**src/rtl/restoring_divider_16_by_8.sv**
```systemverilog
// Sequential unsigned restoring divider, 16-bit dividend / 8-bit divisor, one quotient bit per clock.
// Optional macro DIV_ZERO_CHECK_EN: a zero divisor skips iteration and raises div_by_zero with done.
module restoring_divider_16_by_8 #(
  parameter int WIDTH_N = 16,
  parameter int WIDTH_D = 8
) (
  input  logic               clk,
  input  logic               rst_n,
  input  logic               start,
  input  logic [WIDTH_N-1:0] dividend,
  input  logic [WIDTH_D-1:0] divisor,
  output logic               busy,
  output logic               done,
  output logic [WIDTH_N-1:0] quotient,
  output logic [WIDTH_D-1:0] remainder,
  output logic               div_by_zero
);

  localparam int CNT_W = $clog2(WIDTH_N);
  localparam logic [CNT_W-1:0] CNT_LAST = CNT_W'(WIDTH_N - 1);

  typedef enum logic [1:0] {IDLE, RUN, DONE} state_t;

  // One restoring step. The ninth bit of the partial remainder only exists
  // transiently in the shifted value: after each step R < divisor, so the
  // stored remainder fits WIDTH_D bits and the 8-bit modular difference is exact.
  // Returns {quotient_bit, next_remainder}.
  function automatic logic [WIDTH_D:0] restore_step(
    input logic [WIDTH_D-1:0] r,
    input logic               din,
    input logic [WIDTH_D-1:0] d
  );
    logic [WIDTH_D:0]   sh;
    logic [WIDTH_D-1:0] diff;
    sh   = {r, din};
    diff = sh[WIDTH_D-1:0] - d;
    if (sh >= {1'b0, d}) restore_step = {1'b1, diff};
    else                 restore_step = {1'b0, sh[WIDTH_D-1:0]};
  endfunction

  state_t             state_q;
  logic [CNT_W-1:0]   cnt_q;
  logic               busy_q;
  logic               done_q;
  logic [WIDTH_N-1:0] quotient_q;
  logic [WIDTH_D-1:0] remainder_q;

  logic [WIDTH_N-1:0] dvd_q;
  logic [WIDTH_D-1:0] dvs_q;
  logic [WIDTH_D-1:0] r_q;
  logic [WIDTH_N-1:0] q_q;

  logic [WIDTH_D:0]   step_d;
  logic               qbit_d;
  logic [WIDTH_D-1:0] r_d;
  logic               accept;

  assign step_d = restore_step(r_q, dvd_q[WIDTH_N-1], dvs_q);
  assign qbit_d = step_d[WIDTH_D];
  assign r_d    = step_d[WIDTH_D-1:0];
  assign accept = (state_q == IDLE) && start;

`ifdef DIV_ZERO_CHECK_EN
  logic dbz_q;
  assign div_by_zero = dbz_q;
`else
  assign div_by_zero = 1'b0;
`endif

  // Control FSM and registered outputs
  always_ff @(posedge clk or negedge rst_n) begin
    if (!rst_n) begin
      state_q     <= IDLE;
      cnt_q       <= '0;
      busy_q      <= 1'b0;
      done_q      <= 1'b0;
      quotient_q  <= '0;
      remainder_q <= '0;
`ifdef DIV_ZERO_CHECK_EN
      dbz_q       <= 1'b0;
`endif
    end else begin
      case (state_q)
        IDLE: begin
          done_q <= 1'b0;
          if (start) begin
            cnt_q <= '0;
`ifdef DIV_ZERO_CHECK_EN
            if (divisor == '0) begin
              state_q     <= DONE;
              done_q      <= 1'b1;
              dbz_q       <= 1'b1;
              quotient_q  <= '1;
              remainder_q <= dividend[WIDTH_D-1:0];
            end else begin
              state_q <= RUN;
              busy_q  <= 1'b1;
              dbz_q   <= 1'b0;
            end
`else
            state_q <= RUN;
            busy_q  <= 1'b1;
`endif
          end
        end
        RUN: begin
          if (cnt_q == CNT_LAST) begin
            state_q     <= DONE;
            busy_q      <= 1'b0;
            done_q      <= 1'b1;
            quotient_q  <= {q_q[WIDTH_N-2:0], qbit_d};
            remainder_q <= r_d;
          end else begin
            cnt_q <= cnt_q + CNT_W'(1);
          end
        end
        DONE: begin
          state_q <= IDLE;
          done_q  <= 1'b0;
        end
        default: begin
          state_q <= IDLE;
          busy_q  <= 1'b0;
          done_q  <= 1'b0;
        end
      endcase
    end
  end

  // Iteration datapath; the dividend register shifts left so its MSB is always dividend[15-count]
  always_ff @(posedge clk) begin
    if (accept) begin
      dvd_q <= dividend;
      dvs_q <= divisor;
      r_q   <= '0;
      q_q   <= '0;
    end else if (state_q == RUN) begin
      dvd_q <= {dvd_q[WIDTH_N-2:0], 1'b0};
      r_q   <= r_d;
      q_q   <= {q_q[WIDTH_N-2:0], qbit_d};
    end
  end

  assign busy      = busy_q;
  assign done      = done_q;
  assign quotient  = quotient_q;
  assign remainder = remainder_q;

endmodule

```
**config.mk**
```make
export PLATFORM = sky130hd
export DESIGN_NAME = restoring_divider_16_by_8
export DESIGN_NICKNAME = d
export VERILOG_FILES = /design/src/rtl/restoring_divider_16_by_8.sv
export SDC_FILE = /design/constraint.sdc
export NUM_CORES = 1
export LEC_CHECK = 0
export ABC_CLOCK_PERIOD_IN_PS = 1920
export CAP_MARGIN = 10
export CORE_MARGIN = 3
export CORE_UTILIZATION = 48
export CTS_CLUSTER_DIAMETER = 100
export DETAILED_ROUTE_END_ITERATION = 8
export GPL_ROUTABILITY_DRIVEN = 0
export PLACE_DENSITY = 0.75
export SLEW_MARGIN = 40
export SYNTH_ARGS = -nofsm -noshare
export SYNTH_HDL_FRONTEND = slang
export SYNTH_SLANG_ARGS = --single-unit
```
**constraint.sdc**
```tcl
create_clock -name clk -period 1.92 [get_ports clk]
set_input_delay 0.384 -clock clk [delete_from_list [all_inputs] [get_ports clk]]
set_output_delay 0.384 -clock clk [all_outputs]
set_load 0.01 [all_outputs]
```
==> impl_metrics.csv <==
group,metric,value,unit
run_status,status,"finished, violations left",
run_status,violations,"negative setup slack",
pwr,power.leakage,2.10,nW
global_route,grt_pass1_wl,12.4,mm
drt,num_vias,2864,
cts,cts_buffer_depth,2,
critical_path,cp_max_fo,5,
critical_path,criticalPathCategory,"reg2reg",
floorplan,die-area,8320,um2
floorplan,die_w,91.2,um
cts,clk_pin_slew,90,ps
global_route,grt_antenna_before_repair,0,
critical_path,start_kind,"flop",
cts,htreeDepth,3,
timing,hold_viol_final,0,
critical_path,worst_ep_arrival_time,2220,ps
cts,insertion_delay,350,ps
synthesis,syn_area_per_cell,9.98,um2
timing,maxSlewHeadroom,65.8,%
synthesis,async_reset_ff_share,40.5,%
cells_and_area,fin_util,68.8,%
timing,worstMarginPinSlew,512,ps
synthesis,seq_area_frac_synth,56.9,%
drt,wl_per_cell,15.3,um
timing,setup_viol,6,
floorplan,core,6910,um2
placed_design,pre_cts_slack,-119,ps
cells_and_area,nNetsFinal,468,
worst_hold_path,hold_path_class,"in2async",
synthesis,synthCells,349,
synthesis,synth_enable_flop_cells,24,
cts,cts_root_buf,"clkbuf_8",
synthesis,ys_ff_latch,79,
cts,cts_made_buffers,9,
placed_design,dp_hpwl,5.10,mm
cts,cts_sinks,79,
cts,cts_tree,"built",
job,maxCapViolCount,0,
floorplan,die_y,91.2,um
cells_and_area,antenna_cells,0,
cells_and_area,fillers,537,
timing,rsz0062_at_grt,"true",
timing,fin_skew,8.31,ps
global_route,gr-total-overflow,0,
cells_and_area,multi_input_area,1580,um2
drt,ant_nets,0,
critical_path,end_kind,"flop",
timing,fin_ws,-52.6,ps
drt,drc,0,
critical_path,required,2170,ps
pwr,peakVddDrop,0.728,mV
global_route,grt_pass1_vias,2731,
global_route,track_usage,18.5,%
synthesis,netlist-cell-type-count,54,
placed_design,io_buffers,52,
drt,vias_per_cell,5.38,
global_route,grt_max_degree,33,
timing,fmax,507,MHz
synthesis,synth_warnings,0,
drt,drt-initial-drc-count,256,
synthesis,netlist_area,3480,um2
cells_and_area,regArea,1980,um2
synthesis,synth-main-ff-cell,"dfrtp_1",
floorplan,ios,54,
drt,firstDrtPassIters,4,
cells_and_area,drive_gt1_share,20.2,%
cts,ctsHoldBuffers,0,
floorplan,rows,30,
timing,slew_violations,0,
timing,fin_crit,1970,ps
cells_and_area,syn_to_final_growth,36.4,%
timing,min_period_over_period,103,%
drt,wl,8.16,mm
floorplan,start_util,50.5,%
synthesis,synth_nets,386,
pwr,powerDensity,1740,nW/um2
metrics by stage:
step	instance area (um2)	cells	hold slack [ps]	total power, mW	setup TNS, ps
CTS	4570	527	434	7.70	-72.3
global placement	4280	510	437	6.11	-487
global route	4750	532	448	8.76	-1130
floorplan	3480	349	88.4	4.88	0
detailed placement	4280	510	441	6.24	-1240
finish	4750	532	419	8.26	-145
layout make-up:
cell class                 instances  share of cell area, %
sequential                        79                   41.7
multi-input combinational        242                   33.3
timing repair buffer              87                   17.1
clock buffer                       9                   2.61
tap                               96                   2.53
clock inverter                     7                   1.74
inverter                          12                   1.03
flip-flops by register name, indices dropped and copies added (netlist names):
name and count:
r_q 8, done 1, dvd_q 16, busy 1, cnt_q 4, q_q 15, quotient 16, dvs_q 8
state_q 2, remainder 8
routing by layer:
metal | global-route usage (%) | vias up | wire length [um]
met4 | 9.30 | 0 | 204
met1 | 23.8 | 1373 | 3530
met2 | 29.6 | 100 | 4010
li1 | - | 1372 | -
met3 | 3.98 | 19 | 411
met5 | 0 | - | 0
cell usage after synthesis (2+ instances only):
master / count / area [um2]
nor3_2: 3 / 30.0
dfxtp_1: 23 / 460
buf_2: 3 / 15.0
o21a_1: 2 / 15.0
o21ai_0: 7 / 35.0
ha_1: 9 / 113
o31ai_1: 6 / 45.0
nand4_1: 3 / 18.8
edfxtp_1: 24 / 721
o21ai_1: 2 / 10.0
a31oi_1: 4 / 25.0
inv_1: 11 / 41.3
nand2b_1: 5 / 31.3
a41oi_1: 3 / 26.3
a21oi_1: 8 / 40.0
and3_1: 2 / 12.5
nand3_1: 7 / 35.0
nand2_1: 112 / 420
a21o_1: 3 / 22.5
o311ai_1: 3 / 26.3
and2_1: 4 / 25.0
buf_4: 2 / 15.0
nor2_1: 16 / 60.1
clkbuf_1: 10 / 37.5
dfrtp_1: 32 / 801
or3_1: 3 / 18.8
a22o_1: 14 / 123
nor3_1: 2 / 10.0
layout by cell type (no fill, tap or decap), types with 3 or more instances in the layout:
cell type	n
a21o_1	3
a21oi_1	5
a22o_1	14
a31oi_1	4
a41oi_1	3
and2_1	3
buf_4	29
buf_6	5
clkbuf_8	9
clkdlybuf4s50_1	52
dfrtp_1	32
dfxtp_1	22
edfxtp_1	24
ha_1	4
ha_4	4
inv_1	8
nand2_1	112
nand2b_1	3
nand3_1	6
nand4_1	3
nor2_1	14
nor3_4	4
o21ai_0	6
o21ai_1	3
o31ai_1	4
path summary, 6_finish.rpt:
path | startpoint | endpoint | slack (ps) | cells past startpoint
setup / recovery | dvs_q[4] | r_q[0] | -50 | 9
hold reg to reg | q_q[14] | quotient[15] | 450 | 2
hold / removal | rst_n | quotient[6] | 420 | 2
setup reg to reg | dvs_q[4] | r_q[0] | -50 | 9
min in group clk | q_q[14] | quotient[15] | 450 | 2
max in group asynchronous | rst_n | busy | 1200 | 2
power by group:
part           switching [mW]  internal (mW)  total, mW
Clock                   0.681          0.630       1.31
Sequential              0.464           2.51       2.98
Combinational            1.98           1.99       3.97
worst max-delay path, stage by stage, from the launching register on:
cell and delay (ps):
edfxtp_1 400, inv_2 80, ha_4 200, a21o_1 180, a31o_1 250, o221ai_4 270
buf_6 160, buf_6 110, nand4_1 100, o311ai_1 130
what timing repair did:
action | CTS | global route
endpoints found under the setup margin | 18 | 18
pin swaps | 7 | 18
setup buffers | 1 | 5
hold endpoints to repair | 0 | 0
gates resized for setup | 16 | 28
kinds of logic (layout without fill, tap and decap cells):
logic type	after synthesis	count (layout)	synth area share, %
multiplexers	1	1	0.287
adder cells (fa/ha/maj)	10	10	3.81
other	1	1	0.108
flip-flops	79	79	56.9
AO/OA/AOI/OAI	66	66	14.4
XOR/XNOR	2	2	0.503
AND/OR/NAND/NOR	162	162	20.5
buffers and inverters	28	115	3.55
No activity file was read; power rests on OpenSTA's default activity.
